--- src/rtl/ps2_keys_rx.sv ---
// ps2_keys_rx: PS/2 keyboard receiver producing the held paddle-key vector.
// Synchronises the PS/2 pins, deframes 11-bit frames, and decodes make/break
// scancodes (with the E0 prefix) into held-key bits: [0]=up, [1]=down.
// Optional feature macro: PS2_PARITY_CHECK_EN enables the odd-parity check
// in the STOP state. Without it the parity bit is clocked through and ignored.
// KEYS_W sets the keys_o width; it defaults to 2 and any extra bits read 0.

`ifndef KEYS_W
`define KEYS_W 2
`endif

module ps2_keys_rx #(
    parameter int CLK_FREQ_HZ = 50_000_000,
    parameter int TIMEOUT_US  = 200
) (
    input  logic               clk_i,
    input  logic               rst_i,
    input  logic               ps2_clk_i,
    input  logic               ps2_data_i,
    output logic [`KEYS_W-1:0] keys_o,
    output logic [7:0]         scancode_o,
    output logic               scancode_valid_o,
    output logic               frame_err_o
);

    localparam int TO_CYC = CLK_FREQ_HZ / 1_000_000 * TIMEOUT_US;
    localparam int WD_W   = $clog2(TO_CYC + 1);
    localparam logic [WD_W-1:0] TO_VAL = WD_W'(TO_CYC);

    typedef enum logic [1:0] {
        S_IDLE,
        S_DATA,
        S_PARITY,
        S_STOP
    } state_t;

    // Synchroniser and edge-detect registers (idle high).
    logic            r_clk_s1, r_clk_s2, r_clk_prev;
    logic            r_dat_s1, r_dat_s2;

    // Frame deframer state.
    state_t          r_state;
    state_t          w_next_state;
    logic [2:0]      r_bit_cnt;
    logic [7:0]      r_shift;
    logic [WD_W-1:0] r_wd;
`ifdef PS2_PARITY_CHECK_EN
    logic            r_parity;
`endif

    // Decode state.
    logic            r_ext, r_brk;
    logic [1:0]      r_keys;

    // Combinational control.
    logic            w_strobe;
    logic            w_dat;
    logic            w_timeout;
    logic            w_accept;
    logic            w_err;
    logic            w_hit_up, w_hit_dn;

    assign w_strobe  = r_clk_prev & ~r_clk_s2;
    assign w_dat     = r_dat_s2;
    assign w_timeout = (r_state != S_IDLE) && (r_wd == TO_VAL);
    assign w_hit_up  = ( r_ext && (r_shift == 8'h75)) || (!r_ext && (r_shift == 8'h1D));
    assign w_hit_dn  = ( r_ext && (r_shift == 8'h72)) || (!r_ext && (r_shift == 8'h1B));

    // Two-flop synchronisers on both pins plus the previous synced clock.
    // NOTE: every sequential block uses non-blocking (<=) so all registers
    // update from pre-edge values; blocking here would collapse the 2-FF chain.
    // NOTE: the reset is asynchronous, so it sits in the sensitivity list and
    // takes effect without a clock edge.
    always_ff @(posedge clk_i or posedge rst_i) begin
        if (rst_i) begin
            r_clk_s1   <= 1'b1;
            r_clk_s2   <= 1'b1;
            r_clk_prev <= 1'b1;
            r_dat_s1   <= 1'b1;
            r_dat_s2   <= 1'b1;
        end else begin
            r_clk_s1   <= ps2_clk_i;
            r_clk_s2   <= r_clk_s1;
            r_clk_prev <= r_clk_s2;
            r_dat_s1   <= ps2_data_i;
            r_dat_s2   <= r_dat_s1;
        end
    end

    // Frame FSM state register.
    always_ff @(posedge clk_i or posedge rst_i) begin
        if (rst_i) r_state <= S_IDLE;
        else       r_state <= w_next_state;
    end

    // Frame FSM next state, plus accept/error decisions made on the stop strobe.
    // NOTE: every output gets a default first, so no path can infer a latch.
    always_comb begin
        w_next_state = r_state;
        w_accept     = 1'b0;
        w_err        = 1'b0;
        if (w_timeout) begin
            w_next_state = S_IDLE;
            w_err        = 1'b1;
        end else if (w_strobe) begin
            case (r_state)
                S_IDLE:   if (!w_dat) w_next_state = S_DATA;
                S_DATA:   if (r_bit_cnt == 3'd7) w_next_state = S_PARITY;
                S_PARITY: w_next_state = S_STOP;
                S_STOP: begin
                    w_next_state = S_IDLE;
                    if (!w_dat) begin
                        w_err = 1'b1;
                    end else begin
`ifdef PS2_PARITY_CHECK_EN
                        if (^{r_shift, r_parity}) w_accept = 1'b1;
                        else                      w_err    = 1'b1;
`else
                        w_accept = 1'b1;
`endif
                    end
                end
                default:  w_next_state = S_IDLE;
            endcase
        end
    end

    // Deframer datapath: bit counter, LSB-first shifter, parity capture.
    always_ff @(posedge clk_i or posedge rst_i) begin
        if (rst_i) begin
            r_bit_cnt <= 3'd0;
            r_shift   <= 8'h00;
`ifdef PS2_PARITY_CHECK_EN
            r_parity  <= 1'b0;
`endif
        end else if (w_strobe && !w_timeout) begin
            case (r_state)
                S_IDLE: r_bit_cnt <= 3'd0;
                S_DATA: begin
                    r_shift   <= {w_dat, r_shift[7:1]};
                    r_bit_cnt <= r_bit_cnt + 3'd1;
                end
`ifdef PS2_PARITY_CHECK_EN
                S_PARITY: r_parity <= w_dat;
`endif
                default: ;
            endcase
        end
    end

    // Frame watchdog: cleared while idle and on each strobe, saturating count.
    always_ff @(posedge clk_i or posedge rst_i) begin
        if (rst_i)                             r_wd <= '0;
        else if (r_state == S_IDLE || w_strobe) r_wd <= '0;
        else if (r_wd != TO_VAL)                r_wd <= r_wd + WD_W'(1);
    end

    // Output pulses and scancode decode into ext/brk flags and held keys.
    always_ff @(posedge clk_i or posedge rst_i) begin
        if (rst_i) begin
            scancode_o       <= 8'h00;
            scancode_valid_o <= 1'b0;
            frame_err_o      <= 1'b0;
            r_ext            <= 1'b0;
            r_brk            <= 1'b0;
            r_keys           <= 2'b00;
        end else begin
            scancode_valid_o <= w_accept;
            frame_err_o      <= w_err;
            if (w_accept) begin
                scancode_o <= r_shift;
                if (r_shift == 8'hE0) begin
                    r_ext <= 1'b1;
                end else if (r_shift == 8'hF0) begin
                    r_brk <= 1'b1;
                end else begin
                    if (w_hit_up) r_keys[0] <= ~r_brk;
                    if (w_hit_dn) r_keys[1] <= ~r_brk;
                    r_ext <= 1'b0;
                    r_brk <= 1'b0;
                end
            end else if (w_err) begin
                r_ext <= 1'b0;
                r_brk <= 1'b0;
            end
        end
    end

    // Key vector: only the two paddle bits are ever driven.
    always_comb begin
        keys_o      = '0;
        keys_o[1:0] = r_keys;
    end

endmodule

--- config.mk ---
export PLATFORM = sky130hd
export DESIGN_NAME = ps2_keys_rx
export DESIGN_NICKNAME = d
export VERILOG_FILES = /design/src/rtl/ps2_keys_rx.sv
export SDC_FILE = /design/constraint.sdc
export NUM_CORES = 1
export LEC_CHECK = 0
export ABC_AREA = 1
export CAP_MARGIN = 20
export CELL_PAD_IN_SITES_DETAIL_PLACEMENT = 2
export CELL_PAD_IN_SITES_GLOBAL_PLACEMENT = 2
export CORE_UTILIZATION = 41
export CTS_CLUSTER_SIZE = 16
export DETAILED_ROUTE_END_ITERATION = 6
export DONT_BUFFER_PORTS = 1
export GPL_ROUTABILITY_DRIVEN = 0
export PLACE_DENSITY_LB_ADDON = 0.1
export SYNTH_ARGS = -nofsm -noshare
export SYNTH_HDL_FRONTEND = slang
export SYNTH_SLANG_ARGS = --single-unit
--- constraint.sdc ---
create_clock -name clk_i -period 3.05 [get_ports clk_i]
set_clock_uncertainty 0.2 [all_clocks]
set_input_delay 0.61 -clock clk_i [delete_from_list [all_inputs] [get_ports clk_i]]
set_output_delay 0.61 -clock clk_i [all_outputs]
set_load 0.01 [all_outputs]
**Word level (Yosys, flattened, before mapping)**

Cells that the tools add are included.

- $add $sub $neg: 2
- Equality and inequality tests: 16
- Mux-type cells: 23
- Bitwise operators: 5
- Reductions and logical operators: 24

Operators with widths:

| cell | number |
|---|---|
| two-way mux 14 bit | 2 |
| == test 8 x 5 -> 1 bit, second input constant | 2 |
| == test 8 x 7 -> 1 bit, second input constant | 2 |
| == test 8 bit, second input constant | 2 |
| two-way mux 1 bit | 15 |
| adder 14 x 1 -> 14 bit, second input constant | 1 |
| == test 14 bit, second input constant | 1 |
| inequality test 14 bit, second input constant | 1 |
| nonzero test 2 bit | 5 |
| inequality test 3 bit, second input constant | 3 |
| two-way mux 2 bit | 4 |
| one-hot mux 2 bit (4 select lines) | 1 |
| AND reduction 2 bit | 4 |
| AND reduction 4 bit | 2 |
| logical AND 1 bit | 6 |
| one-hot mux 3 bit (2 select lines) | 1 |
| == test 2 bit, second input constant | 2 |
| inverter 1 bit | 4 |
| adder 3 x 1 -> 3 bit, second input constant | 1 |
| == test 3 bit, second input constant | 1 |
| logical OR 1 bit | 3 |
| AND reduction 3 bit | 1 |
| == test 2 x 1 -> 1 bit, second input constant | 1 |
| zero test 1 bit | 2 |
| other kinds (3) | 3 |

- Bits in registers: 46
- Bits of input ports: 4
- Output and inout bits: 12
- Logic and storage cells: 86

**Depth between registers and ports, before layout**

- Depth in word-level cells: 6
- Gate-level depth with buffers: 10

**Worst setup path after synthesis**

Ideal clock, no wire load.

- Path type: register to register
- From: reg r_state[1]
- To: reg r_state[1]
- Arrival time: 1.333 ns
- Setup slack: 1.403 ns
- Cell stages (with the launch flop): 8
- Path buffers: 0
- Cell sequence: dfrtp_1 > inv_1 > ha_1 > nand2_1 > nand3_1 > mux2_2 > nand2_1 > inv_1

- Cells in the longest elaborated chain, start to end: 4
- Elaborated cells on any way between the ends: 13
- Classes of those cells: eq/ne (5); mux (3); reduce/logical (5)

RTL lines:

| what | line | source |
|---|---|---|
| start: declaration | 42 | `state_t r_state;` |
| start signal: assignment | 93 | `else r_state <= w_next_state;` |
| == test 2 bit (tied with other cells) | 106 | `case (r_state)` |
| one-hot mux 2 bit (4 select lines) or logical AND 1 bit (tied branches) | 106, 65 |  |
| two-way mux 2 bit (tied with other cells) | 105 | `end else if (w_strobe) begin` |
| two-way mux 2 bit or AND reduction 3 bit (tied branches) | - |  |

Several ways; a longest one is shown, not always the timed one. The select of a mux whose other input is x is not followed.
A chain may end at the register's enable or synchronous reset.

**Worst setup path after layout**

Ends and elaborated chain as after synthesis.

==> impl_results.md <==
- Gr busiest metal: met2
- RSZ-0062 raised after global routing: false
- Placed cell areas: about 2500 µm²
- Largest net degree at the start of global routing: 47
- P per Cell Area: 653 nW/µm²
- Hold_ws: approximately 40 ps
- Initial antenna violation count: 0
- Slew Limit Headroom: 0.613
- Setup TNS: 0 ps
- Layout fillers: 648
- Sw power: 0.659 mW
- WL per Instance: 15.8 µm
- Sequential share of the synthesized area: 0.478
- Routed Wire Length: 5750 µm
- Clock Sinks: 46
- Overall power: 1.69 mW
- Clock slew at reported path FFs: 90 ps
- Post-cts sizing count: 0
- H-Tree Depth: 2
- Async SR Flop Fraction: 1.00
- Postcts setup bufs: 0
- Final period util: 0.618
- Min cycle time layout: about 1900 ps
- Mapped Cells: approximately 280
- Final Slew Violations: 0
- Clock power share: 0.217
- Worst Path Required: between 3000 and 4000 ps
- CP endpoint kind: flip-flop
- Net count after synthesis: 297
- PortBufs: 0
- Post-route DRC: 0
- Num CTS Buffers: 5
- Core box area: 5610 µm²
- Number of DRC markers in iteration 0: between 50 and 60
- Worst vdd ir: around 0.31 mV
- CTS max path bufs: 2
- Global Route Usage Sum: 0.206
- Placed cells: 354
- Vias in the first global route: 2,033
- Finished Cell Area: between 2000 and 3000 µm²
- Final core utilization: 0.462
- Max cap viols: 0
- Global-route wire length before repair: slightly below 10,000 µm
- Most common cell after layout, fill and taps aside: nand2_1
- Final Net Count: roughly 300
- CP arrival: about 1900 ps
- Crit Path Max Fanout: 14
- Initial core utilization: 0.432
- Post-DP HPWL: 4300 µm
- Final cell count without fillers: 363
- CP Class: flip-flop to flip-flop
- Status: complete, no violations
- CTS tree: built
- Flop2flop setup slack: 1160 ps
- Most frequent cells in the layout: 79 x nand2_1, 41 x dfrtp_1, 32 x inv_1
- Final setup fails: 0
- Hold WC Path Type: input pin to asynchronous set/reset pin
- Flop pwr share: 0.497
- Met3 Usage GRT: 0.0391
- Hold buffer count at CTS: 0
- Worst-Margin Slew: 580 ps
- Drt pass-1 iters: 4
- Synthesized area: 2420 µm²
- Vias per inst: 5.21
- Power share of the combinational group: 0.286
- Vias: 1,890
- EDFF count, synth: 0
- Diodes inserted: 0
- Top_reg_cell synth: dfrtp_1
- Die height: 78.8 µm
- Fmax: 530 MHz
- Setup ws final: 1160 ps
- Yosys cell types: 32
- Cell Rows: 27
- Remaining global-route overflow: 0
- Die ar.: roughly 6200 µm²
- Synthesized area per cell: 8.52 µm²
- Die Width: 78.8 µm
- Syn. warnings: 0
- Met1 Use GR: 0.277
- Dpl ws: about 1100 ps
- Fin. Hold Viols: 0
- Layout cells sized above 1: 0.158
- Clk_lat worst skew: 300 ps
- CTS Root Cell: clkbuf_8
- Switching share of power: 0.390
- Post-route ant nets: 0
- Flip-flop and latch count after synthesis: 46
- I/O pin count: 16
- Area growth, synth to finish: 6.92%
- Leak: 1.26 nW
- Worst Setup Start Kind: flip-flop
- Power Internal: ~1.0 mW
- Routing usage on met2: 0.350
[synth_stat cells (2+ instances only)]
library cell | n | share of area
nand2_1 | 79 | 0.12
dfrtp_1 | 41 | 0.42
inv_1 | 33 | 0.051
nor2_1 | 27 | 0.042
nand3_1 | 22 | 0.045
o21ai_0 | 14 | 0.029
nand3_2 | 10 | 0.041
ha_1 | 9 | 0.047
a21oi_1 | 6 | 0.012
dfstp_2 | 5 | 0.054
nor2_4 | 5 | 0.023
nand4_1 | 4 | 0.010
nor3_1 | 4 | 0.0083
inv_2 | 3 | 0.0047
nand2_4 | 3 | 0.014
o21ai_2 | 2 | 0.0072
or2_2 | 2 | 0.0052
[power by group through the flow]
stage / logic [mW] / clock network [mW] / registers [mW]
floorplan: 0.368 / 0 / 0.810
global placement: 0.447 / 0 / 0.844
detailed placement: 0.487 / 0 / 0.856
CTS: 0.496 / 0.379 / 0.844
global route: 0.562 / 0.401 / 0.859
finish: 0.484 / 0.367 / 0.840
[cells by family (layout without fill, tap and decap cells)]
group                    count (synthesis)  count (layout)  share of synthesized area
AO/OA/AOI/OAI                           23              23                     0.0527
adder cells (fa/ha/maj)                  9               9                     0.0465
AND/OR/NAND/NOR                        162             162                      0.333
XOR/XNOR                                 2               2                    0.00724
flip-flops                              46              46                      0.478
multiplexers                             1               1                    0.00465
buffers and inverters                   41              48                     0.0780
[final timing paths]
| kind | start | endpoint | cells after the start |
|---|---|---|---|
| hold reg to reg | r_clk_s1 | r_clk_s2 | 0 |
| max in group asynchronous | rst_i | r_dat_s2 | 2 |
| hold / removal | rst_i | scancode_o[6] | 1 |
| min in group clk_i | ps2_data_i | r_dat_s1 | 0 |
| setup reg to reg | r_state[1] | r_state[1] | 8 |
| setup / recovery | r_state[1] | r_state[1] | 8 |
[sequential cells by signal (all words and copies together) (netlist names), 2 cells and up]
name and cells:
r_wd 14, r_shift 8, scancode_o 8, r_bit_cnt 3, keys_o 2, r_state 2
[worst max-delay path: stages, from the launching register on]
cell	delay, ps
dfrtp_1	420
inv_1	110
ha_1	150
buf_4	240
nand2_1	90
nand3_1	130
mux2_2	340
nand2_1	50
inv_1	40
[routing by layer]
layer | routed length, µm | part of all wire
met2 | 2810 | 0.49
met3 | 140 | 0.024
met5 | 0 | 0
met1 | 2750 | 0.48
met4 | 46 | 0.0080
[cell type report]
| class | count | area, µm² | share of cell area |
|---|---|---|---|
| well taps | 72 | 90.1 | 0.0348 |
| inverters | 37 | 141 | 0.0546 |
| clock inverters | 2 | 10.0 | 0.00387 |
| flip-flops and latches | 46 | 1160 | 0.447 |
| clock buffers | 6 | 72.6 | 0.0280 |
| repair buffers | 3 | 42.5 | 0.0164 |
| multi-input cells | 197 | 1070 | 0.415 |
Note: power is estimated with default switching activity, not from simulation.
==> patch: new RTL, same flow settings <==
Reset style: synchronous (`rst_i`), changed in 5 clocked blocks. Comments in the files are not updated.
--- a/src/rtl/ps2_keys_rx.sv
+++ b/src/rtl/ps2_keys_rx.sv
@@ -73,3 +73,3 @@
     // takes effect without a clock edge.
-    always_ff @(posedge clk_i or posedge rst_i) begin
+    always_ff @(posedge clk_i) begin
         if (rst_i) begin
@@ -90,3 +90,3 @@
     // Frame FSM state register.
-    always_ff @(posedge clk_i or posedge rst_i) begin
+    always_ff @(posedge clk_i) begin
         if (rst_i) r_state <= S_IDLE;
@@ -128,3 +128,3 @@
     // Deframer datapath: bit counter, LSB-first shifter, parity capture.
-    always_ff @(posedge clk_i or posedge rst_i) begin
+    always_ff @(posedge clk_i) begin
         if (rst_i) begin
@@ -151,3 +151,3 @@
     // Frame watchdog: cleared while idle and on each strobe, saturating count.
-    always_ff @(posedge clk_i or posedge rst_i) begin
+    always_ff @(posedge clk_i) begin
         if (rst_i)                             r_wd <= '0;
@@ -158,3 +158,3 @@
     // Output pulses and scancode decode into ext/brk flags and held keys.
-    always_ff @(posedge clk_i or posedge rst_i) begin
+    always_ff @(posedge clk_i) begin
         if (rst_i) begin
Formal check against the unedited RTL: no difference found for any inputs over 10 cycles, from zero or initial values and one cycle with rst_i high; that may be too few to reach the edited logic, so the function may still have changed.
==> patch against the unedited design <==
  * Non-clock buffer count shrank 3
  * Sequential cell count is the same
  * Worst hold slack gained 0.12 ns
  * Wire length shrank 1.4%
  * Cell area shrank 9.3%
  * Setup slack lost 0.17 ns
  * Area after synthesis shrank 10%
  * First-iteration DRC count shrank 5.1%
  * Critical path type unchanged
  * Critical endpoint is now scancode_o[2]$_SDFFE_PP0N_
  * Largest cell class is now multi-input gates
  * Highest routed layer unchanged
Power is not compared: it rests on default switching activity, and its combinational part moved more than twofold at a synthesized area within 25%.
==> patch: results <==
[yosys]
synth_area_leaders = "dfxtp_1 42%, nand2_1 9.0%, nor2_1 8.1%, inv_1 5.9%, a21oi_1 5.3%"
synth_warnings = 0
yosys-top-cells-count = "52 x nand2_1, 47 x nor2_1, 46 x dfxtp_1, 34 x inv_1, 23 x a21oi_1"
synthFlopType = "dfxtp_1"
seq_area_frac_synth_pct = 42.4
synth.most_common_cell = "nand2_1"
ys_types = 32
syn-num-nets = 307
synthArstFlopShare_pct = 0

[grt]
gr-usage-met1_pct = 28.7
grt_pass1_vias = 1985
use_met2_pct = 36.6
grt_pass1_wl_um = 9200
grt_max_degree = 22
grtUsageTotal_pct = 22.4
antenna_found_initial = 0
gr-usage-met3_pct = 5.49

[placement]
dp_hpwl_um = 4240
numPortBuffers = 0

[routing]
highest_layer = "met4"
drt_iter0_drc = 56
wl_met3_um = 123
wl_um = 5670
dr_wl_met2_um = 2750
wl_met1_um = 2700
drt-pass1-iter-count = 4
via_count = 1896

[hold_path]
hp-start = "rst_i"
hold_path_class = "input pin to flop"

[worst_setup_path]
crit_slowest_cell = "dfxtp_1"
cpPeakStageDelay_ns = 0.33
critPathArrivalTime_ns = 2.06
critical_path.top_delay_family = "simple AND/OR/NAND/NOR gates"
r2r-start = "r_wd[1]$_SDFFE_PP0N_"
path_class = "flop to flop"
cp_max_fo = 12

[final_layout]
n_antenna_cell = 0
drive_above_1_share_pct = 11.8
reg.largest.list = "r_wd: 14 flops, r_shift: 8 flops, scancode_o: 8 flops"
top_register = "r_wd"

[cts]
htreeDepth = 2
clock_latency_ns = 0.30
clockBufferDepth = 2
post_cts_buffers = 0
cts_resized = 0
path_clk_slew_ns = 0.09
cts_root_buffer = "clkbuf_8"
numCtsBuffers = 5

[timing]
drv_slew = 0
worst_slew_pin_slew_ns = 0.597

[outcome]
status = "complete, no violations"

[power_and_ir_drop]
vdd_drop_max_uv = 204
cellLeakagePower_nw = 0.933
==> patch: changes by cell type in the layout (fill, tap and decap cells not counted), sizes merged, moves of 2 or more <==
cell    unedited run  this run
a21oi              6        25
dfstp              5         0
bufinv             0         2
dfxtp              0        46
nand3             33        15
dfrtp             41         0
or2                2         7
nor2              33        52
o21ai             16        24
nand2             83        59
o211ai             0         2
buf                3         0
==> patch: area by class of cell <==
class | instances | area, um^2
inverter | 39 | 146
fill | 610 | 2760
multi-input combinational | 204 | 1060
clock inverter | 3 | 68.8
sequential | 46 | 921
tap | 70 | 87.6
clock buffer | 5 | 68.8
==> patch: cells by family after synthesis <==
kind of cell | synth area share (%)
adder cells (fa/ha/maj) | 4.61
XOR/XNOR | 0.807
AO/OA/AOI/OAI | 12.9
flip-flops | 42.4
buffers and inverters | 8.93
AND/OR/NAND/NOR | 30.4
==> patch: where the power goes <==
part           switching, mW  internal [mW]  total, mW
clock                  0.224          0.328      0.552
combinational         0.0145        0.00671     0.0212
sequential           0.00192          0.603      0.605
total                  0.240          0.939       1.18
==> patch: worst paths after layout <==
path / cells past startpoint / slack, ns / to
max: 11 / 1.0 / scancode_o[2]$_SDFFE_PP0N_
min: 1 / 0.16 / keys_o[1]$_SDFFE_PP0P_
max reg2reg: 11 / 1.0 / scancode_o[2]$_SDFFE_PP0N_
min reg2reg: 1 / 0.22 / r_clk_s2$_SDFF_PP1_
==> patch: metrics by stage <==
stage          setup WS (ns)  std cells  utilization [%]  instance area (um^2)  hold slack [ns]
2_1_floorplan           1.42        295                -                  2170            0.189
3_3_place_gp            1.15        359             43.3                  2210            0.193
3_5_place_dp            1.02        359             43.3                  2210            0.203
4_1_cts                0.955        367             46.0                  2350            0.141
5_1_grt                0.794        367             46.0                  2350            0.131
6_report               0.996        367             46.0                  2350            0.155
